<file path="config.mk">
export PLATFORM = sky130hd
export DESIGN_NAME = sram_arbiter_flat
export DESIGN_NICKNAME = d
export VERILOG_FILES = /design/src/rtl/sram_arbiter_if.sv /design/src/rtl/sram_arbiter.sv /design/src/flat_wrapper.sv
export SDC_FILE = /design/constraint.sdc
export NUM_CORES = 1
export LEC_CHECK = 0
export ABC_CLOCK_PERIOD_IN_PS = 18700
export CORE_AREA = 2 2 153 155
export DETAILED_ROUTE_END_ITERATION = 8
export DIE_AREA = 0 0 155 157
export PLACE_DENSITY_LB_ADDON = 0.12
export SYNTH_ARGS = -nofsm -noshare
export SYNTH_HDL_FRONTEND = slang
export SYNTH_SLANG_ARGS = --single-unit
</file>
<file path="constraint.sdc">
create_clock -name clk -period 18.7 [get_ports clk]
set_clock_uncertainty 0.15 [all_clocks]
set_input_delay 1.87 -clock clk [delete_from_list [all_inputs] [get_ports clk]]
set_output_delay 1.87 -clock clk [all_outputs]
set_load 0.05 [all_outputs]
</file>
<file path="src/rtl/sram_arbiter_if.sv">
// Requester-side and SRAM-controller-side signals of the two-port SRAM arbiter.
interface sram_arbiter_if;
    logic        req0_rd;
    logic        req0_wr;
    logic [31:0] req0_addr;
    logic [31:0] req0_wdata;
    logic [63:0] req0_rdata;
    logic        req0_ready;
    logic        req0_done;

    logic        req1_rd;
    logic        req1_wr;
    logic [31:0] req1_addr;
    logic [31:0] req1_wdata;
    logic [63:0] req1_rdata;
    logic        req1_ready;
    logic        req1_done;

    logic        mem_rd_en;
    logic        mem_wr_en;
    logic [31:0] mem_addr;
    logic [31:0] mem_wdata;
    logic [63:0] mem_rdata;
    logic        mem_ready;

    // Arbiter side
    modport slave (
        input  req0_rd, req0_wr, req0_addr, req0_wdata,
        output req0_rdata, req0_ready, req0_done,
        input  req1_rd, req1_wr, req1_addr, req1_wdata,
        output req1_rdata, req1_ready, req1_done,
        output mem_rd_en, mem_wr_en, mem_addr, mem_wdata,
        input  mem_rdata, mem_ready
    );

    // Requesters plus SRAM controller side
    modport master (
        output req0_rd, req0_wr, req0_addr, req0_wdata,
        input  req0_rdata, req0_ready, req0_done,
        output req1_rd, req1_wr, req1_addr, req1_wdata,
        input  req1_rdata, req1_ready, req1_done,
        input  mem_rd_en, mem_wr_en, mem_addr, mem_wdata,
        output mem_rdata, mem_ready
    );
endinterface

</file>
<file path="src/rtl/sram_arbiter.sv">
// Round-robin arbiter sharing one SRAM controller between two requesters.
// One transaction at a time: IDLE -> BUSY (until mem_ready or timeout) -> RELEASE.
module sram_arbiter #(
    parameter int TIMEOUT = 15,
    parameter int CNT_W   = 8
) (
    input  logic           clk,
    input  logic           reset,
    sram_arbiter_if.slave  bus,
    output logic [1:0]     grant,
    output logic           err_timeout
);
    typedef enum logic [1:0] {IDLE, BUSY, RELEASE} state_t;

    state_t           state, state_nxt;
    logic             req0, req1;
    logic             take, pick1, finish, timed_out;
    logic             last_grant;      // index of the most recently granted port
    logic             op_wr;
    logic [CNT_W-1:0] cnt;
    logic [63:0]      rdata0, rdata1;
    logic             done0, done1;
    logic             rd_en, wr_en;
    logic [31:0]      addr_q, wdata_q;

    assign req0 = bus.req0_rd | bus.req0_wr;
    assign req1 = bus.req1_rd | bus.req1_wr;

    assign bus.req0_rdata = rdata0;
    assign bus.req1_rdata = rdata1;
    assign bus.req0_done  = done0;
    assign bus.req1_done  = done1;
    assign bus.req0_ready = ~req0 | done0;
    assign bus.req1_ready = ~req1 | done1;
    assign bus.mem_rd_en  = rd_en;
    assign bus.mem_wr_en  = wr_en;
    assign bus.mem_addr   = addr_q;
    assign bus.mem_wdata  = wdata_q;

    // State register
    always_ff @(posedge clk or posedge reset) begin
        if (reset) state <= IDLE;
        else       state <= state_nxt;
    end

    // Next-state and arbitration decision; ready has priority over timeout
    always_comb begin
        state_nxt = state;
        take      = 1'b0;
        pick1     = 1'b0;
        finish    = 1'b0;
        timed_out = 1'b0;
        case (state)
            IDLE: begin
                if (req0 | req1) begin
                    take      = 1'b1;
                    pick1     = req1 & (~req0 | ~last_grant);
                    state_nxt = BUSY;
                end
            end
            BUSY: begin
                if (bus.mem_ready) begin
                    finish    = 1'b1;
                    state_nxt = RELEASE;
                end else if (cnt == CNT_W'(TIMEOUT - 1)) begin
                    finish    = 1'b1;
                    timed_out = 1'b1;
                    state_nxt = RELEASE;
                end
            end
            RELEASE: state_nxt = IDLE;
            default: state_nxt = IDLE;
        endcase
    end

    // Latched transaction, enables, completion pulses, read results and error flag
    always_ff @(posedge clk or posedge reset) begin
        if (reset) begin
            grant       <= 2'b00;
            last_grant  <= 1'b1;
            op_wr       <= 1'b0;
            rd_en       <= 1'b0;
            wr_en       <= 1'b0;
            addr_q      <= '0;
            wdata_q     <= '0;
            cnt         <= '0;
            done0       <= 1'b0;
            done1       <= 1'b0;
            rdata0      <= '0;
            rdata1      <= '0;
            err_timeout <= 1'b0;
        end else begin
            done0 <= 1'b0;
            done1 <= 1'b0;
            if (state == BUSY) cnt <= cnt + CNT_W'(1);
            if (take) begin
                grant      <= pick1 ? 2'b10 : 2'b01;
                last_grant <= pick1;
                op_wr      <= pick1 ? bus.req1_wr : bus.req0_wr;
                wr_en      <= pick1 ? bus.req1_wr : bus.req0_wr;
                rd_en      <= pick1 ? ~bus.req1_wr : ~bus.req0_wr;
                addr_q     <= pick1 ? bus.req1_addr : bus.req0_addr;
                wdata_q    <= pick1 ? bus.req1_wdata : bus.req0_wdata;
                cnt        <= '0;
            end
            if (finish) begin
                grant <= 2'b00;
                rd_en <= 1'b0;
                wr_en <= 1'b0;
                cnt   <= '0;
                done0 <= grant[0];
                done1 <= grant[1];
                if (timed_out) begin
                    err_timeout <= 1'b1;
                end else if (!op_wr) begin
                    if (grant[0]) rdata0 <= bus.mem_rdata;
                    if (grant[1]) rdata1 <= bus.mem_rdata;
                end
            end
        end
    end
endmodule

</file>
<file path="src/flat_wrapper.sv">
// flat-port wrapper written by rule: the top's interface ports become plain ports
module sram_arbiter_flat 
#(
    parameter int TIMEOUT = 15,
    parameter int CNT_W   = 8
)
  (clk, reset, grant, err_timeout, bus_req0_rd, bus_req0_wr, bus_req0_addr, bus_req0_wdata, bus_req0_rdata, bus_req0_ready, bus_req0_done, bus_req1_rd, bus_req1_wr, bus_req1_addr, bus_req1_wdata, bus_req1_rdata, bus_req1_ready, bus_req1_done, bus_mem_rd_en, bus_mem_wr_en, bus_mem_addr, bus_mem_wdata, bus_mem_rdata, bus_mem_ready);
  sram_arbiter_if bus_i ();
  input  logic clk;
  input  logic reset;
  output logic [1:0] grant;
  output logic err_timeout;
  input wire logic [$bits(bus_i.req0_rd)-1:0] bus_req0_rd;
  input wire logic [$bits(bus_i.req0_wr)-1:0] bus_req0_wr;
  input wire logic [$bits(bus_i.req0_addr)-1:0] bus_req0_addr;
  input wire logic [$bits(bus_i.req0_wdata)-1:0] bus_req0_wdata;
  output wire logic [$bits(bus_i.req0_rdata)-1:0] bus_req0_rdata;
  output wire logic [$bits(bus_i.req0_ready)-1:0] bus_req0_ready;
  output wire logic [$bits(bus_i.req0_done)-1:0] bus_req0_done;
  input wire logic [$bits(bus_i.req1_rd)-1:0] bus_req1_rd;
  input wire logic [$bits(bus_i.req1_wr)-1:0] bus_req1_wr;
  input wire logic [$bits(bus_i.req1_addr)-1:0] bus_req1_addr;
  input wire logic [$bits(bus_i.req1_wdata)-1:0] bus_req1_wdata;
  output wire logic [$bits(bus_i.req1_rdata)-1:0] bus_req1_rdata;
  output wire logic [$bits(bus_i.req1_ready)-1:0] bus_req1_ready;
  output wire logic [$bits(bus_i.req1_done)-1:0] bus_req1_done;
  output wire logic [$bits(bus_i.mem_rd_en)-1:0] bus_mem_rd_en;
  output wire logic [$bits(bus_i.mem_wr_en)-1:0] bus_mem_wr_en;
  output wire logic [$bits(bus_i.mem_addr)-1:0] bus_mem_addr;
  output wire logic [$bits(bus_i.mem_wdata)-1:0] bus_mem_wdata;
  input wire logic [$bits(bus_i.mem_rdata)-1:0] bus_mem_rdata;
  input wire logic [$bits(bus_i.mem_ready)-1:0] bus_mem_ready;
  assign bus_i.req0_rd = bus_req0_rd;
  assign bus_i.req0_wr = bus_req0_wr;
  assign bus_i.req0_addr = bus_req0_addr;
  assign bus_i.req0_wdata = bus_req0_wdata;
  assign bus_req0_rdata = bus_i.req0_rdata;
  assign bus_req0_ready = bus_i.req0_ready;
  assign bus_req0_done = bus_i.req0_done;
  assign bus_i.req1_rd = bus_req1_rd;
  assign bus_i.req1_wr = bus_req1_wr;
  assign bus_i.req1_addr = bus_req1_addr;
  assign bus_i.req1_wdata = bus_req1_wdata;
  assign bus_req1_rdata = bus_i.req1_rdata;
  assign bus_req1_ready = bus_i.req1_ready;
  assign bus_req1_done = bus_i.req1_done;
  assign bus_mem_rd_en = bus_i.mem_rd_en;
  assign bus_mem_wr_en = bus_i.mem_wr_en;
  assign bus_mem_addr = bus_i.mem_addr;
  assign bus_mem_wdata = bus_i.mem_wdata;
  assign bus_i.mem_rdata = bus_mem_rdata;
  assign bus_i.mem_ready = bus_mem_ready;
  sram_arbiter #(.TIMEOUT(TIMEOUT), .CNT_W(CNT_W)) u_core (.clk(clk), .reset(reset), .bus(bus_i), .grant(grant), .err_timeout(err_timeout));
endmodule
</file>
# Word level (Yosys, flattened, before mapping)
# Index checks and enable logic that the tools add are counted.
# W data, S select, Z words.
# word_totals
output_inout_bits	201
reg_bits	211
in_bits	199
# classes
reduce_logical	7
n_mux	29
eq_ne	4
bitwise_logic	14
addsub	1
# ops
operator	count
$mux W32	2
$mux W8	3
$mux W1	17
$mux W2	6
$add A8 B1 Y8 const B	1
$eq A8 B4 Y1 const B	1
$reduce_and A4 Y1	2
$not A1 Y1	7
$or A1 B1 Y1	6
$pmux W2 S2	1
$reduce_and A2 Y1	2
$ne A3 B2 Y1 const B	1
$reduce_bool A3 Y1	1
$eq A2 B1 Y1 const B	1
$logic_not A2 Y1	1
$ne A2 B1 Y1 const B	1
$reduce_bool A2 Y1	1
$and A1 B1 Y1	1

# Depth between registers and ports, before layout
# depth
ltp_word	9
mapped_depth	6
depth_no_buf	6

# Least setup slack after synthesis
# Ideal clock, no wire load.
# synth_path
path_kind	in2out
from	input bus_req0_wr
to	output bus_req0_ready
required_time_ps	16680
path_stages	1
arrival_time_ps	2615
setup_slack_ps	14065
n_path_buf	0
path_cell_list	o21bai_1
# synth_via
elab_chain_cells	3
# synth_rtl
element	line_no	rtl
start: declaration	flat_wrapper.sv:14	input wire logic [$bits(bus_i.req0_wr)-1:0] bus_req0_wr;
$or A1 B1 Y1	sram_arbiter.sv:26	assign req0 = bus.req0_rd | bus.req0_wr;
$not A1 Y1	sram_arbiter.sv:33	assign bus.req0_ready = ~req0 | done0;
$or A1 B1 Y1	sram_arbiter.sv:33	
end: declaration	flat_wrapper.sv:18	output wire logic [$bits(bus_i.req0_ready)-1:0] bus_req0_ready;
# Every way passes these cells.

# Worst setup path in the final report
# layout_path
from	input bus_req1_wr
to	output bus_req1_ready
# layout_via
elab_chain_cells	3
# layout_rtl
element	line_no	rtl
start: declaration	flat_wrapper.sv:21	input wire logic [$bits(bus_i.req1_wr)-1:0] bus_req1_wr;
$or A1 B1 Y1	sram_arbiter.sv:27	assign req1 = bus.req1_rd | bus.req1_wr;
$not A1 Y1	sram_arbiter.sv:34	assign bus.req1_ready = ~req1 | done1;
$or A1 B1 Y1	sram_arbiter.sv:34	
end: declaration	flat_wrapper.sv:25	output wire logic [$bits(bus_i.req1_ready)-1:0] bus_req1_ready;
# Every way passes these cells.

==> impl_metrics.tcl <==
set metrics [dict create \
    yosys_warnings 0 \
    muxShareOfSynthArea_pct 25.97 \
    globalplace.congestion 0.7785 \
    final_core_util_pct 61.37 \
    synth_most_common_cell "dfrtp_1" \
    initial_core_util_pct 39.46 \
    drt-wirelength-per-cell_um 18.82 \
    grt_util_met2_pct 35.17 \
    setup_total_negative_slack_ps 0 \
    drt.antenna.violating_nets 0 \
    drt_iter0_markers 179 \
    largest_net_degree_at_the_start_of_global_routing 123 \
    grt_use_total_pct 20.00 \
    reg2regPathDepth 5 \
    synth_cell_type_count 43 \
    wire_length_of_the_first_global_routing_pass_um 38270 \
    ys_ff_latch 211 \
    boundaryPins 400 \
    synthTopCellsByArea "dfrtp_1 59%, mux2_2 10%, mux2_4 8.6%" \
    r2r-start "u_core.state[0]$_DFFE_PP0P_" \
    timing_worst_slew_pin_value_ps 1081 \
    netlist_area_um2 8880 \
    worstSetupStartpointType "primary input" \
    cts-root-to-sink-buffers 3 \
    cell_type_contributing_the_most_total_cell_area_after_synthesis "dfrtp_1" \
    dp.final_hpwl_um 18370 \
    grt_setup_unrepaired "no" \
    asyncSetResetFlopFracSynth_pct 100.0 \
    met1_usage_pct 22.54 \
    finalHoldWorstSlack_ps 319.9 \
    synth_commonest_cells "210 x dfrtp_1, 79 x mux2_2, 77 x nand2_1" \
    relSlewSlack_pct 27.96 \
    clk_root_buffer_cell "clkbuf_16" \
    min_period_over_period_pct 28.94 \
    postCtsSetupRepairBufs 0 \
    power.leakage_nw 6.374 \
    core_area_um2 22500 \
    p_per_area_nw_per_um2 213.7 \
    post_route_cells_drive_above_1_share_pct 17.36 \
    tritoncts "done" \
    dieHeight_um 157 \
    detailed_place.area_um2 13040 \
    floorplan.die.width_um 155 \
    hold_path_class "register to register" \
    vias 6449 \
    r2r-end "u_core.bus.req0_rdata[39]$_DFFE_PP0P_" \
    combinational_family_with_the_most_area_after_synthesis "multiplexers" \
    finalSetupViolCount 0 \
    drt-total-wl_um 25200 \
    cp-startpoint "bus_req1_wr" \
    count_of_flip_flops_with_a_built_in_enable_after_synthesis 0 \
    max_freq_mhz 184.8 \
    global_route.overflow_total 0 \
    worstPathRequired_ps 16680 \
    seq_total_area_yosys_pct 59.48 \
    synth_adder_area_share_pct 0.2818 \
    global_route.peak_usage_layer "met2" \
    clkTransAtPathRegs_ps 60 \
    port_buffers 399 \
    grt_pass1_vias 6872 \
    synth_xor_area_share_pct 0 \
    run_status "completed" \
    drt_pre_antenna_iters 4 \
    layout.cell_area.non_filler_um2 13810 \
    reg2reg_slack_ps 16360 \
    h-tree-depth 1 \
    netlist.area_leader.share_pct 59.18 \
    clkLatencyLatePin_ps 500 \
    finalHoldViolations 0 \
    worstPathArrival_ps 3390 \
    cts_hold_buffers 0 \
    tritoncts.num_buffers 24 \
    met3_usage_pct 7.186 \
    synth_compound_area_share_pct 5.439 \
    synthSimpleGateAreaFrac_pct 5.791 \
    layout_min_cycle_time_ps 5411 \
    synth_ff_type "dfrtp_1" \
    dieArea_um2 24340 \
    report.final.slew_viol_count 0 \
    timing.max_cap.violations 0 \
    synth_fp_nets 842 \
    route.detailed.drc 0 \
    critical_path.endpoint "bus_req1_ready" \
    cts.repair.resized 0 \
    tritoncts_num_sinks 211 \
    biggest_fanout_along_the_worst_timing_path 4 \
    grt_antenna_before_repair 0 \
    synthesis.area_per_instance_um2 13.85 \
    end_kind "output pin" \
    diodes 0 \
    kind_of_critical_path "primary input to output pin" \
    syn-instance-count 641 \
    design.final.nets 1241 \
    worst_ir_drop_vdd_mv 0.1006 \
    rows 55 \
    areaGrowthSynthToFinish_pct 55.52 \
    post_drt_via_cell_ratio 4.816 \
]
==> registers in the layout, indices dropped and copies added (netlist names) <==
| signal | cells |
|---|---|
| u_core.bus.req1_rdata | 64 |
| u_core.bus.mem_addr | 32 |
| u_core.grant | 2 |
| u_core.bus.mem_wr_en | 1 |
| u_core.err_timeout | 1 |
| u_core.cnt | 8 |
| u_core.state | 2 |
| u_core.bus.mem_wdata | 32 |
| u_core.bus.mem_rd_en | 1 |
| u_core.op_wr | 1 |
| u_core.last_grant | 1 |
| u_core.bus.req0_rdata | 64 |
| u_core.bus.req0_done | 1 |
| u_core.bus.req1_done | 1 |
==> through the flow <==
stage / total power [mW] / setup slack [ps] / std cells
floorplan: 1.931 / 10920 / 641
global placement: 2.491 / 13330 / 1299
detailed placement: 2.508 / 13290 / 1299
CTS: 2.980 / 13290 / 1339
global route: 3.083 / 13270 / 1339
finish: 2.950 / 13290 / 1339
==> layout by cell type, fill, tap and decap left out, types with 7 or more instances in the layout <==
master | synthesis | layout
dfrtp_1 | 210 | 210
o21ai_1 | 15 | 15
nand2_1 | 77 | 77
clkdlybuf4s50_1 | 0 | 399
mux2i_1 | 65 | 65
mux2_2 | 79 | 79
nor2_1 | 9 | 9
clkbuf_16 | 0 | 25
o21ai_0 | 54 | 54
mux2_4 | 51 | 51
buf_4 | 11 | 7
==> area by class of cell <==
| cell class | instances | area (um^2) |
|---|---|---|
| fill | 1819 | 8693 |
| sequential | 211 | 5281 |
| timing repair buffer | 406 | 4046 |
| multi-input combinational | 395 | 3342 |
| clock buffer | 32 | 671.9 |
| tap | 285 | 356.6 |
| clock inverter | 8 | 96.34 |
| inverter | 2 | 15.01 |
==> report_power, final <==
group	leakage (nW)	internal (mW)	total, mW	switching [mW]
clock network	0.377	0.278	0.461	0.183
logic	3.40	0.616	1.70	1.08
registers	2.59	0.676	0.792	0.117
total	6.37	1.57	2.95	1.38
==> how the worst min path moves through the flow <==
stage                              startpoint                             end  slack [ps]  depth (start not counted)
6_report       u_core.err_timeout$_DFFE_PP0P_  u_core.err_timeout$_DFFE_PP0P_         320                          1
5_1_grt        u_core.err_timeout$_DFFE_PP0P_  u_core.err_timeout$_DFFE_PP0P_         340                          1
4_1_cts        u_core.err_timeout$_DFFE_PP0P_  u_core.err_timeout$_DFFE_PP0P_         320                          1
3_5_place_dp   u_core.err_timeout$_DFFE_PP0P_  u_core.err_timeout$_DFFE_PP0P_         310                          1
3_3_place_gp   u_core.err_timeout$_DFFE_PP0P_  u_core.err_timeout$_DFFE_PP0P_         310                          1
2_1_floorplan   u_core.last_grant$_DFFE_PP1P_   u_core.last_grant$_DFFE_PP1P_         300                          2
==> metal layers <==
layer | part of all wire, % | wire length, um
met3 | 9.8 | 2463
met1 | 38 | 9606
met4 | 3.4 | 854
met2 | 49 | 12270
met5 | 0 | 0
==> critical path: stages <==
cell and delay [ps]:
clkdlybuf4s50_1 500, o21bai_1 190, clkdlybuf4s50_1 820
==> cell families after synthesis <==
family                     count (synthesis)
AOI/OAI and AO/OA                         87
adders and majority gates                  2
buffers and inverters                     35
DFF                                      211
muxes                                    195
and+or+nand+nor                          111
No activity file was read; power rests on OpenSTA's default activity.
